<file path="src/rtl/alu_pkg.sv">
// Shared types and constants for the ALU logic sequencer and its register file.
package alu_pkg;

  localparam int W     = 16;
  localparam int NREGS = 8;
  localparam int AW    = 3;

  // Instruction field positions
  localparam int OP_BIT  = 15;
  localparam int RD_MSB  = 14;
  localparam int RD_LSB  = 12;
  localparam int SEL_MSB = 11;
  localparam int SEL_LSB = 8;
  localparam int RA_MSB  = 7;
  localparam int RA_LSB  = 5;
  localparam int RB_MSB  = 4;
  localparam int RB_LSB  = 2;
  localparam int IMM_MSB = 7;
  localparam int IMM_LSB = 0;

  typedef enum logic [3:0] {
    LU_NOT_A      = 4'd0,
    LU_NOR        = 4'd1,
    LU_NOTA_AND_B = 4'd2,
    LU_ZERO       = 4'd3,
    LU_NAND       = 4'd4,
    LU_NOT_B      = 4'd5,
    LU_XOR        = 4'd6,
    LU_A_AND_NOTB = 4'd7,
    LU_NOTA_OR_B  = 4'd8,
    LU_XNOR       = 4'd9,
    LU_B          = 4'd10,
    LU_AND        = 4'd11,
    LU_ONE        = 4'd12,
    LU_A_OR_NOTB  = 4'd13,
    LU_OR         = 4'd14,
    LU_A          = 4'd15
  } lu_sel_e;

  typedef enum logic [1:0] {
    IDLE    = 2'd0,
    ISSUE   = 2'd1,
    CAPTURE = 2'd2,
    WB      = 2'd3
  } state_e;

endpackage

</file>
<file path="src/rtl/alu_regfile.sv">
// 8x16 register file: one write port, two operand read ports and a debug read port.
module alu_regfile
  import alu_pkg::*;
(
  input  logic          clk,
  input  logic          rst_n,
  input  logic          i_we,
  input  logic [AW-1:0] i_waddr,
  input  logic [W-1:0]  i_wdata,
  input  logic [AW-1:0] i_raddr_a,
  input  logic [AW-1:0] i_raddr_b,
  input  logic [AW-1:0] i_dbg_addr,
  output logic [W-1:0]  o_rdata_a,
  output logic [W-1:0]  o_rdata_b,
  output logic [W-1:0]  o_dbg_data
);

  logic [W-1:0] r_mem [NREGS];

  always_ff @(posedge clk or negedge rst_n) begin
    if (!rst_n) begin
      for (int i = 0; i < NREGS; i++) r_mem[i] <= '0;
    end else if (i_we) begin
      r_mem[i_waddr] <= i_wdata;
    end
  end

  assign o_rdata_a  = r_mem[i_raddr_a];
  assign o_rdata_b  = r_mem[i_raddr_b];
  assign o_dbg_data = r_mem[i_dbg_addr];

endmodule

</file>
<file path="src/rtl/alu_logic_sequencer.sv">
// Initiator side of the 16-bit logic unit: decodes instructions, issues operands,
// captures the unit's result and writes it back to the register file.
//
// state   | meaning
// IDLE    | ready for an instruction
// ISSUE   | operands driven, logic unit output settling
// CAPTURE | result captured, completion being prepared
// WB      | result written to rf[rd], res_valid high
module alu_logic_sequencer
  import alu_pkg::*;
(
  input  logic          clk,
  input  logic          rst_n,
  input  logic [W-1:0]  i_instr,
  input  logic          i_instr_valid,
  output logic          o_instr_ready,
  output logic [W-1:0]  o_lu_a,
  output logic [W-1:0]  o_lu_b,
  output logic [3:0]    o_lu_sel,
  input  logic [W-1:0]  i_lu_result,
  output logic          o_res_valid,
  output logic [W-1:0]  o_res_data,
  output logic [AW-1:0] o_res_rd,
  input  logic [AW-1:0] i_dbg_addr,
  output logic [W-1:0]  o_dbg_data
);

  state_e        r_state;
  logic [AW-1:0] r_rd;
  logic [W-1:0]  r_result;
  logic [W-1:0]  r_lu_a;
  logic [W-1:0]  r_lu_b;
  lu_sel_e       r_lu_sel;
  logic          r_res_valid;
  logic [W-1:0]  r_res_data;
  logic [AW-1:0] r_res_rd;

  logic [W-1:0]  w_rdata_a;
  logic [W-1:0]  w_rdata_b;
  logic [AW-1:0] w_rd;
  logic [W-1:0]  w_imm;
  logic          w_is_li;

  assign w_rd    = i_instr[RD_MSB:RD_LSB];
  assign w_imm   = {8'h00, i_instr[IMM_MSB:IMM_LSB]};
  assign w_is_li = i_instr[OP_BIT];

  alu_regfile u_regfile (
    .clk        (clk),
    .rst_n      (rst_n),
    .i_we       (r_state == WB),
    .i_waddr    (r_rd),
    .i_wdata    (r_result),
    .i_raddr_a  (i_instr[RA_MSB:RA_LSB]),
    .i_raddr_b  (i_instr[RB_MSB:RB_LSB]),
    .i_dbg_addr (i_dbg_addr),
    .o_rdata_a  (w_rdata_a),
    .o_rdata_b  (w_rdata_b),
    .o_dbg_data (o_dbg_data)
  );

  always_ff @(posedge clk or negedge rst_n) begin
    if (!rst_n) begin
      r_state     <= IDLE;
      r_rd        <= '0;
      r_result    <= '0;
      r_lu_a      <= '0;
      r_lu_b      <= '0;
      r_lu_sel    <= LU_NOT_A;
      r_res_valid <= 1'b0;
      r_res_data  <= '0;
      r_res_rd    <= '0;
    end else begin
      r_res_valid <= 1'b0;
      case (r_state)
        IDLE: begin
          if (i_instr_valid) begin
            r_rd <= w_rd;
            if (w_is_li) begin
              // Load immediate skips the logic unit and completes next cycle
              r_result    <= w_imm;
              r_res_valid <= 1'b1;
              r_res_data  <= w_imm;
              r_res_rd    <= w_rd;
              r_state     <= WB;
            end else begin
              r_lu_a   <= w_rdata_a;
              r_lu_b   <= w_rdata_b;
              r_lu_sel <= lu_sel_e'(i_instr[SEL_MSB:SEL_LSB]);
              r_state  <= ISSUE;
            end
          end
        end
        ISSUE: begin
          r_result <= i_lu_result;
          r_state  <= CAPTURE;
        end
        CAPTURE: begin
          r_res_valid <= 1'b1;
          r_res_data  <= r_result;
          r_res_rd    <= r_rd;
          r_state     <= WB;
        end
        WB:      r_state <= IDLE;
        default: r_state <= IDLE;
      endcase
    end
  end

  assign o_instr_ready = (r_state == IDLE);
  assign o_lu_a        = r_lu_a;
  assign o_lu_b        = r_lu_b;
  assign o_lu_sel      = r_lu_sel;
  assign o_res_valid   = r_res_valid;
  assign o_res_data    = r_res_data;
  assign o_res_rd      = r_res_rd;

endmodule

</file>
<file path="config.mk">
export PLATFORM = sky130hd
export DESIGN_NAME = alu_logic_sequencer
export DESIGN_NICKNAME = d
export VERILOG_FILES = /design/src/rtl/alu_pkg.sv /design/src/rtl/alu_regfile.sv /design/src/rtl/alu_logic_sequencer.sv
export SDC_FILE = /design/constraint.sdc
export NUM_CORES = 1
export LEC_CHECK = 0
export ABC_CLOCK_PERIOD_IN_PS = 3300
export BUFFER_PORTS_ARGS = -buffer_cell sky130_fd_sc_hd__buf_2
export CAP_MARGIN = 30
export CORE_MARGIN = 10
export CORE_UTILIZATION = 38
export DETAILED_ROUTE_END_ITERATION = 12
export HOLD_SLACK_MARGIN = 0.02
export SLEW_MARGIN = 20
export SYNTH_ARGS = -nofsm -noshare
export SYNTH_HDL_FRONTEND = slang
export SYNTH_SLANG_ARGS = --single-unit
</file>
<file path="constraint.sdc">
create_clock -name clk -period 3.3 [get_ports clk]
set_clock_uncertainty 0.15 [all_clocks]
set_input_delay 0.99 -clock clk [delete_from_list [all_inputs] [get_ports clk]]
set_output_delay 0.99 -clock clk [all_outputs]
set_load 0.02 [all_outputs]
</file>
# --- Word level (Yosys, flattened, before mapping) ---
# Index checks and enable logic that the tools add are counted.
totals:
  ff_bits: 205
  input_bits: 38
  out_inout_bits: 73
  wordCells: 65
op_classes:
  magnitude_cmp: 5
  n_eq_ne: 5
  mux: 25
  bitwise: 5
  n_reduce_logical: 8
op_table:
  columns: ["cell", "count"]
  rows:
  - ["binary-select mux 16 bit (select 3 bit)", 3]
  - ["2-to-1 mux 16 bit", 9]
  - ["bitwise mux 128 bit", 1]
  - ["case mux 16 bit (2 select lines)", 2]
  - ["demux 16 bit (select 3 bit)", 1]
  - [">= comparator 4 bit (second input constant)", 4]
  - ["NOT 3 -> 4 bit", 4]
  - ["AND reduction 3 bit", 3]
  - ["case mux 2 bit (4 select lines)", 1]
  - ["2-to-1 mux 3 bit", 2]
  - ["case mux 3 bit (2 select lines)", 1]
  - ["equality test 2 bit (second input constant)", 2]
  - ["< comparator 4 x 1 -> 1 bit (second input constant)", 1]
  - ["2-to-1 mux 2 bit", 2]
  - ["inequality test 2 bit (second input constant)", 2]
  - ["nonzero test 2 bit", 2]
  - ["equality test 2 x 1 -> 1 bit (second input constant)", 1]
  - ["zero test 2 bit", 1]
  - ["2-to-1 mux 1 bit", 2]
  - ["case mux 1 bit (2 select lines)", 1]
  - ["AND reduction 2 bit", 1]
  - ["logical AND 1 bit", 1]
  - ["NOT 1 bit", 1]

# --- Logic depth before layout (Yosys ltp) ---
# Gate-level depths: netlist of run 1.
depth:
  word_depth: 6
  depth_mapped: 8
  mapped_depth_nobuf: 5

# --- Hierarchy ---
# A second synthesis of run 1 with hierarchy kept.
unflattened:
  cells_unflattened: 657
  area_unflattened_um2: 11433.5
by_module_without_submodules:
  columns: ["mod", "n_inst", "cells_per_inst", "area_per_inst_um2", "seq_area_each_um2"]
  rows:
  - ["alu_regfile", 1, 450, 8071.5, 3203.1]
  - ["alu_logic_sequencer", 1, 207, 3362.0, 1926.8]

# --- Worst setup path before layout of run 1 ---
# No wires, ideal clock.
synth_timing:
  path_type: "input-to-output"
  start: "input i_dbg_addr[0]"
  end: "output o_dbg_data[10]"
  arrival_ns: 2.111
  t_required_ns: 2.160
  slack_ns: 0.049
  cell_stages: 4
  path_buffers: 2
  path_cell_list: "buf_6 buf_6 mux4_1 mux2_2"
synth_via:
  elab_chain_len: 4
synth_rtl:
  columns: ["element", "line", "source"]
  rows:
  - ["start, declared", "alu_logic_sequencer.sv:24", "input logic [AW-1:0] i_dbg_addr,"]
  - ["NOT 3 -> 4 bit (not written as such)", "alu_regfile.sv:30", "assign o_dbg_data = r_mem[i_dbg_addr];"]
  - ["binary-select mux 16 bit (select 3 bit)", "alu_regfile.sv:30", null]
  - ["2-to-1 mux 16 bit (not written as such) (2 in series)", "alu_regfile.sv:30", null]
  - ["end, declared", "alu_logic_sequencer.sv:25", "output logic [W-1:0] o_dbg_data"]
# No other way between the ends. The select of a mux whose other input is x is not followed.

# --- Final worst setup path of run 1 ---
layout_timing:
  start: "input i_dbg_addr[0]"
  end: "output o_dbg_data[15]"
# Same word-level chain as after synthesis.

==> results.yml, run 1 <==
synthesis:
  synth-simple-area-share: 0.0344
  syn_nets: 864
  syn_area_per_cell_sq_um: 13.7
  synth_xor_area_frac: 0
  synth_cell_types: 35
  netlist_area_sq_um: 11300
  synthCells: 820
  ys_seq_area_frac: 0.456
  ys_warn_count: 0
  ys_seq_elements: 205
  synth.area.mux_share: 0.382
  synthAdderAreaFrac: 0.00667
  synth-compound-area-share: 0.0805
  synth_top_family_by_area: "multiplexers"
global_routing:
  antenna_found_initial: 1
  grt_start_max_net_pins: 69
  grt_pass1_wl_um: 49200
  grt-ovfl-total: 0
  grt_util_all_layers: 0.171
  grt_pass1_vias: 7799
power_and_ir_drop:
  powerDensity_nw_per_um2: 952
  power_frac_comb: 0.392
  seq_power_share: 0.395
  p_leak_nw: 6.12
  vdd_ir_drop_max_v: 0.000531
  clkPwrFrac: 0.213
  total_power_mw: 12.6
  internal_power_mw: 8.04
  netSwitchingFraction: 0.364
  p_sw_mw: 4.59
sta:
  slew_viol_final: 0
  finalCritPeriodShare: 1.02
  finalHoldViolations: 0
  setup_viol: 16
  worst_pin_slew_ps: 703
  fin_ws_ps: -64.1
  relSlewSlack: 0.530
  tns_ps: -558
  fmax_mhz: 297
  rsz0062_at_grt: "true"
  period_minus_slack_ps: 3360
clock_tree:
  clk_latency_ps: 520
  cts-buffers-inserted: 25
  clockBufferDepth: 3
  cts_tree: "built"
  cts.sink_count: 205
  clkTransAtPathRegs_ps: 60
  cts_hold_buf: 0
  htreeDepth: 1
  post_cts_buffers: 0
  cts-root-buf: "clkbuf_16"
placed_design:
  dp_hpwl_um: 20200
  place_ws_ps: -237
  dpl-instance-area_sq_um: 12300
  io_buffers: 110
  gp_congestion: 0.771
critical_path:
  arrival_ps: 2220
  start_kind: "primary input"
  endpoint_kind: "output port"
  crit_type: "primary input to output port"
  worstPathRequired_ps: 2160
  crit_fanout: 6
finish:
  n_fill_cell: 2592
  diodes: 0
  final_nets: 965
  synthToLayoutAreaGrowth_pct: 18.0
  final_area_sq_um: 13300
  fin_util: 0.459
  drive_above_1_share: 0.513
route:
  vias: 7563
  wirelength_um: 31900
  postRouteAntennaNets: 0
  drtIter0Drc: 415
  drt-pass1-iter-count: 4
  wl_per_cell_um: 24.2
  vias_per_cell: 5.73
  drc: 0
floorplan:
  fp.dieH_um: 192
  core_area_sq_um: 28900
  dieArea_sq_um: 36900
  dieWidth_um: 192
  initial_core_util: 0.389
  rows: 62
  ios: 111
run_status:
  status: "finished with violations"
  violations: "negative setup slack"
min_path:
  hp-class: "primary input to asynchronous set/reset pin"
flow_run:
  maxCapViolCount: 0
-- final timing paths --
| kind | to | slack (ps) | cells after the start | from |
|---|---|---|---|---|
| worst min register to register | o_lu_a[2] | 320 | 2 | o_lu_a[2] |
| worst max-delay path | o_dbg_data[15] | -60 | 5 | i_dbg_addr[0] |
| worst min-delay path | r_result[10] | 270 | 1 | rst_n |
| min in group clk | o_lu_a[2] | 320 | 2 | o_lu_a[2] |
| worst max register to register | u_regfile.r_mem[111] | 840 | 5 | r_state[1] |
| max in group asynchronous | o_lu_b[1] | 1980 | 2 | rst_n |
-- worst max-delay path, stage by stage --
cell    delay, ps
buf_16        140
buf_12        140
mux4_2        490
mux2_4        310
buf_6         140
-- registers in the layout, indices dropped and copies added (netlist names) --
signal and cells:
u_regfile.r_mem 128, o_res_data 16, o_lu_b 16, o_res_rd 3, o_res_valid 1, r_state 2, r_result 16, o_lu_a 16
r_rd 3, o_lu_sel 4
-- per-stage QoR --
step	std cells	hold WS, ps
2_1_floorplan	820	341
3_3_place_gp	1275	313
3_5_place_dp	1275	315
4_1_cts	1319	264
5_1_grt	1319	290
6_report	1319	269
-- logic make-up (layout without fill, tap and decap cells) --
kind of cell               count (synthesis)  after routing
and+or+nand+nor                           63             63
buffers and inverters                     77            192
adders and majority gates                  6              6
DFF                                      205            205
AOI/OAI and AO/OA                        119            119
muxes                                    350            350
-- what timing repair did --
| item | CTS | global route |
|---|---|---|
| cloned | 3 | 0 |
| setup endpoints to repair | 16 | 16 |
| endpoints found under the hold margin | 0 | 0 |
| gates resized for setup | 68 | 0 |
| pin swaps | 0 | 0 |
-- layer usage --
metal  vias to the layer above  part of all wire  wire [um]  track usage
met5                         -           0.00041         13            0
met4                         2             0.019        607       0.0429
met3                        48             0.053       1690       0.0341
met2                       200              0.46      14700        0.268
met1                      3990              0.47      14900        0.239
li1                       3323                 -          -            -
-- synth_stat cells (all sizes together) --
master,count,share of area
a21oi,3,0.0017
ha,6,0.0067
mux4,32,0.068
a31oi,1,0.00056
nor3b,4,0.0056
o22ai,32,0.018
nand2,38,0.013
mux2,253,0.26
buf,59,0.034
o21ai,1,0.00044
nor2b,4,0.0022
a21o,2,0.0013
clkbuf,16,0.0053
nand3b,1,0.00067
mux2i,65,0.058
inv,2,0.00067
nor3,3,0.0033
o31ai,32,0.021
a22o,48,0.037
nand2b,5,0.0034
nand4,1,0.0011
dfrtp,205,0.46
nand4b,3,0.0040
nor2,4,0.0013
-- cell usage in the layout, fill, tap and decap left out, drive strengths merged --
| master | netlist | routed |
|---|---|---|
| mux2 | 253 | 253 |
| dfrtp | 205 | 205 |
| buf | 59 | 148 |
| mux2i | 65 | 65 |
| a22o | 48 | 48 |
| nand2 | 38 | 38 |
| clkbuf | 16 | 38 |
| mux4 | 32 | 32 |
| o22ai | 32 | 32 |
| o31ai | 32 | 32 |
| ha | 6 | 6 |
| nand2b | 5 | 5 |
| nor2 | 4 | 4 |
| nor2b | 4 | 4 |
| nor3b | 4 | 4 |
| nand4b | 3 | 3 |
| inv | 2 | 3 |
| a21oi | 3 | 3 |
| nor3 | 3 | 3 |
| a21o | 2 | 2 |
| clkinv | 0 | 2 |
| a31oi | 1 | 1 |
| nand3b | 1 | 1 |
| nand4 | 1 | 1 |
| o21ai | 1 | 1 |
| bufinv | 0 | 1 |
-- power by group through the flow --
stage          combinational (mW)  sequential, mW  clock (mW)
2_1_floorplan                3.50            4.72           0
3_3_place_gp                 4.71            4.94           0
3_5_place_dp                 4.78            4.99           0
4_1_cts                      5.03            4.96        2.75
5_1_grt                      5.37            5.17        2.85
6_report                     4.95            5.00        2.69
-- final cells by class --
type	instances	area (sq um)	area share
clock inverter	4	48.8	0.00368
timing repair buffer	149	1170	0.0883
sequential	205	5130	0.386
inverter	2	7.51	0.000566
clock buffer	37	751	0.0566
tap	384	480	0.0362
multi-input combinational	538	5690	0.428
No activity file was read; power rests on OpenSTA's default activity.
==> run 2, diff against run 1 <==
ABC_AREA = 1   (was not set)
CORE_MARGIN = 4   (was 10)
==> run 2 against run 1 <==
The run now ends clean. Area after synthesis rose by 3.6%. Hold slack gained 34 ps. Critical path type unchanged. Non-clock buffer count rose by 14. Combinational power down 3%. Flip-flop and latch count unchanged. Die area decreased by 9.1%. Largest cell class unchanged. Routed wire length up 32%. Worst setup slack improved by 130 ps. Critical path depth is 4 higher.
==> results.yml, run 2 <==
sta:
  finalHoldViolations: 0
  finalCritPeriodShare: 0.981
  tns_ps: 0
  setup_viol: 0
  rsz0062_at_grt: "false"
  period_minus_slack_ps: 3240
  worst_hold_slack_ps: 302
  worst_pin_slew_ps: 835
  slew_viol_final: 0
  relSlewSlack: 0.443
  fin_ws_ps: 63.9
  fmax_mhz: 309
critical_path:
  slowest_stage: "buf_2"
  crit_fanout: 20
  endpoint_kind: "output port"
  slowest_delay_ps: 200
  arrival_ps: 2100
  cp_common_cell: "nand2_1"
  crit_chain: "buf_2 > inv_1 > buf_12 > a21oi_1 > o21ai_0 > nand2_1 > nand2_1 > nand2_1 > buf_2"
  crit_type: "primary input to output port"
  worstPathRequired_ps: 2160
  start_kind: "primary input"
placed_design:
  dp_hpwl_um: 27500
  place_ws_ps: 40.4
  io_buffers: 110
  gp_congestion: 0.897
floorplan:
  ios: 111
  core_area_sq_um: 30000
  dieWidth_um: 183
  dieArea_sq_um: 33500
  rows: 63
  fp.dieH_um: 183
  initial_core_util: 0.389
route:
  wirelength_um: 42100
  vias: 11700
  postRouteAntennaNets: 0
  vias_per_cell: 5.45
  wl_per_cell_um: 19.6
  drc: 0
  drtIter0Drc: 1282
  drt-pass1-iter-count: 5
synthesis:
  synth_area_leaders: "dfrtp_1, nand2_1, nand3_1"
  synth_top_family_by_area: "simple AND/OR/NAND/NOR gates"
  yosysTopAreaCellShare: 0.440
  synth_edf_count: 0
  ys_seq_area_frac: 0.440
  synth.area.mux_share: 0
  ys_warn_count: 0
  syn_nets: 1703
  synth_cell_types: 25
  ys_seq_elements: 205
  synth_top_cell_by_area: "dfrtp_1"
  synth-compound-area-share: 0.145
  synthAdderAreaFrac: 0.00644
  synth_ff_type: "dfrtp_1"
  synth_commonest_cells: "nand2_1, nand3_1, o21ai_0"
  netlist_area_sq_um: 11700
  synthCells: 1659
  synth_xor_area_frac: 0
  yosysMostFrequentCell: "nand2_1"
  synth-simple-area-share: 0.306
  synthArstFlopShare: 1.00
  syn_area_per_cell_sq_um: 7.02
global_routing:
  grt_start_max_net_pins: 66
  antenna_found_initial: 0
  grt-ovfl-total: 0
  grt_pass1_vias: 11100
  grt_util_all_layers: 0.244
  grt_pass1_wl_um: 64700
finish:
  largest_reg_flops: 128
  regMostFlops: "u_regfile.r_mem"
  final_common_cell: "nand2_1"
  synthToLayoutAreaGrowth_pct: 15.7
  drive_above_1_share: 0.132
  diodes: 0
  final_nets: 1779
  final_cell_mix: "nand2_1, nand3_1, o21ai_0"
clock_tree:
  cts_hold_buf: 0
  htreeDepth: 1
  clockBufferDepth: 3
  cts-root-buf: "clkbuf_16"
  cts.sink_count: 205
  clkTransAtPathRegs_ps: 60
  cts-buffers-inserted: 24
  cts_tree: "built"
  clk_latency_ps: 520
power_and_ir_drop:
  powerDensity_nw_per_um2: 859
  vdd_ir_drop_max_v: 0.000348
  p_leak_nw: 6.92
min_path:
  hp-class: "primary input to asynchronous set/reset pin"
flow_run:
  maxCapViolCount: 0
run_status:
  status: "finished, final reports clean"
-- run 2: cells by family after synthesis --
family,Yosys count
flip-flops,205
AO/OA/AOI/OAI,318
buffers and inverters,280
adder cells (fa/ha/maj),6
AND/OR/NAND/NOR,850
-- run 2: where the power goes --
group / switching, mW / leakage [nW] / internal (mW)
sequential: 0.672 / 2.66 / 3.56
clock: 1.07 / 0.367 / 1.48
combinational: 3.27 / 3.90 / 1.52
total: 5.02 / 6.92 / 6.55
-- run 2: path summary, 6_finish.rpt --
check                              start              to  slack (ps)  depth (start not counted)
min in group clk             o_lu_sel[3]     o_lu_sel[3]         320                          2
setup / recovery           i_dbg_addr[1]  o_dbg_data[13]          60                          9
setup reg to reg              r_state[0]       o_lu_a[2]         890                          7
max in group asynchronous          rst_n     o_lu_sel[0]        1940                          2
hold / removal                     rst_n     o_res_rd[0]         300                          1
hold reg to reg              o_lu_sel[3]     o_lu_sel[3]         320                          2
-- run 2: layout make-up --
cell class,count,area [sq um]
clock inverter,7,46.3
clock buffer,36,707
multi-input combinational,1174,5340
fill,3137,16500
inverter,167,629
sequential,205,5130
tap,390,488
timing repair buffer,163,1140
-- run 2: timing repair --
action | CTS | global route
resized for setup | 0 | 14
setup endpoints to repair | 0 | 7
setup buffers | 0 | 0
-- run 2: through the flow --
stage          area, sq um  std cells  total power [mW]   util
3_3_place_gp         12600       2097              8.92  0.422
5_1_grt              13500       2142              12.5  0.450
6_report             13500       2142              11.6  0.450
2_1_floorplan        11700       1659              7.46      -
3_5_place_dp         12600       2097              9.01  0.422
4_1_cts              13400       2140              11.6  0.447
-- run 2: per-layer routing --
metal,track usage,wire [um]
met5,0,0
met4,0.0992,1760
met3,0.0389,3820
met2,0.389,19000
met1,0.335,17500
-- run 2: worst max-delay path, delay by kind of cell --
| family | cells | cell delay (ps) |
|---|---|---|
| AOI/OAI and AO/OA | 2 | 200 |
| and+or+nand+nor | 3 | 260 |
| buffers and inverters | 4 | 640 |
==> run 3, diff against run 2 <==
PLACE_DENSITY = 0.52   (was not set)
RECOVER_POWER = 25   (was not set)
==> run 3 against run 2 <==
The run now ends with max-capacitance violations, max-slew violations left. Register-to-register slack improved by 140 ps. Fmax rose by 0.59%. Worst setup slack improved by 19 ps. Routed wire length is 1.1% lower. Die area did not move. Clock-buffer cell count fell by 2. Combinational power about the same. Total power grew 0.52%. Design area down 0.67%. Critical path depth is 1 higher. First-iteration DRC count decreased by 17%. Utilization decreased by 0.30 points. Largest cell class unchanged. Highest routed layer unchanged.
==> results.yml, run 3 (synthesis gave the netlist of run 2 again) <==
run_status:
  status: "finished with violations"
  violations: "max-capacitance violations, max-slew violations"
min_path:
  hold_path_depth: 2
  hp-class: "register to register"
clock_tree:
  cts_resized: 0
  cts.sink_count: 205
  clkTransAtPathRegs_ps: 50
  clk_latency_ps: 520
  cts_hold_buf: 0
  htreeDepth: 1
  post_cts_buffers: 0
  cts-buffers-inserted: 25
  cts-root-buf: "clkbuf_16"
  clockBufferDepth: 3
  cts_tree: "built"
power_and_ir_drop:
  power_frac_comb: 0.413
  clkPwrFrac: 0.225
  p_sw_mw: 5.03
  internal_power_mw: 6.61
  seq_power_share: 0.362
  netSwitchingFraction: 0.432
  vdd_ir_drop_max_v: 0.000371
  p_leak_nw: 6.87
  powerDensity_nw_per_um2: 869
global_routing:
  antenna_found_initial: 1
  grt_start_max_net_pins: 66
  grt-ovfl-total: 0
  grt_pass1_wl_um: 65400
  grt_pass1_vias: 11000
  grt_util_all_layers: 0.247
floorplan:
  ios: 111
  fp.dieH_um: 183
  initial_core_util: 0.389
  rows: 63
  dieArea_sq_um: 33500
  core_area_sq_um: 30000
  dieWidth_um: 183
placed_design:
  dpl-instance-area_sq_um: 12600
  dp_hpwl_um: 27700
  gp_congestion: 0.891
  io_buffers: 110
finish:
  regMostFlops: "u_regfile.r_mem"
  final_nets: 1771
  synthToLayoutAreaGrowth_pct: 14.9
  final_cell_mix: "nand2_1, nand3_1, o21ai_0"
  drive_above_1_share: 0.129
  n_fill_cell: 3182
  final_common_cell: "nand2_1"
  final_area_sq_um: 13400
  largest_reg_flops: 128
sta:
  worst_hold_slack_ps: 312
  worst_pin_slew_ps: 1600
  relSlewSlack: -0.0656
  setup_viol: 0
  fmax_mhz: 311
  tns_ps: 0
  finalHoldViolations: 0
  finalCritPeriodShare: 0.975
  rsz0062_at_grt: "true"
  slew_viol_final: 62
  period_minus_slack_ps: 3220
critical_path:
  start_kind: "primary input"
  crit_fanout: 23
  reg2regPathDepth: 7
  crit_type: "primary input to output port"
  worstPathRequired_ps: 2160
  r2r_slack_ps: 1030
  arrival_ps: 2080
  endpoint_kind: "output port"
route:
  postRouteAntennaNets: 0
  wl_per_cell_um: 19.5
  drtIter0Drc: 1062
  drc: 0
  vias: 11300
  wirelength_um: 41600
  drt-pass1-iter-count: 6
  vias_per_cell: 5.32
flow_run:
  maxCapViolCount: 1
## run 3: worst max-delay path, cell delays in order
cell and delay, ps:
buf_2 130, inv_1 80, buf_12 160, buf_12 150
a21oi_1 90, o21ai_0 90, nand2_1 70, nand2_1 70
nand2_1 90, buf_4 150
## run 3: power by group through the flow
| stage | clock, mW | combinational [mW] | sequential, mW |
|---|---|---|---|
| 2_1_floorplan | 0 | 2.98 | 4.48 |
| 3_3_place_gp | 0 | 4.76 | 4.23 |
| 3_5_place_dp | 0 | 4.80 | 4.24 |
| 4_1_cts | 2.69 | 4.83 | 4.21 |
| 5_1_grt | 2.78 | 5.44 | 4.34 |
| 6_report | 2.62 | 4.80 | 4.21 |
## run 3: worst paths after layout
| check | startpoint | to |
|---|---|---|
| min in group asynchronous | rst_n | u_regfile.r_mem[38] |
| max reg2reg | r_state[1] | o_lu_b[2] |
| min reg2reg | o_lu_sel[0] | o_lu_sel[0] |
| min | o_lu_sel[0] | o_lu_sel[0] |
| max | i_dbg_addr[1] | o_dbg_data[11] |
| max in group asynchronous | rst_n | u_regfile.r_mem[119] |
## run 3: through the flow
stage,util,power (mW),std cells,setup WS [ps]
2_1_floorplan,-,7.46,1659,299
3_3_place_gp,0.422,8.99,2090,55.8
3_5_place_dp,0.422,9.05,2090,54.0
4_1_cts,0.447,11.7,2131,47.7
5_1_grt,0.447,12.6,2132,-1.38
6_report,0.447,11.6,2132,83.0
## run 3: layer usage
metal  global-route usage  wire length, um  up-vias
met5                    0                0        -
met3               0.0301             2660       87
met1                0.350            18600     5364
li1                     -                -     5451
met4               0.0715             1050        0
met2                0.401            19300      442
## run 3: final cells by class
class | instances | area (sq um) | share of cell area
multi-input cells | 1174 | 5350 | 0.399
flip-flops and latches | 205 | 5130 | 0.383
repair buffers | 154 | 1030 | 0.0772
clock buffers | 34 | 699 | 0.0522
inverters | 167 | 627 | 0.0468
well taps | 390 | 488 | 0.0364
clock inverters | 7 | 62.6 | 0.00467
diodes | 1 | 2.50 | 0.000187
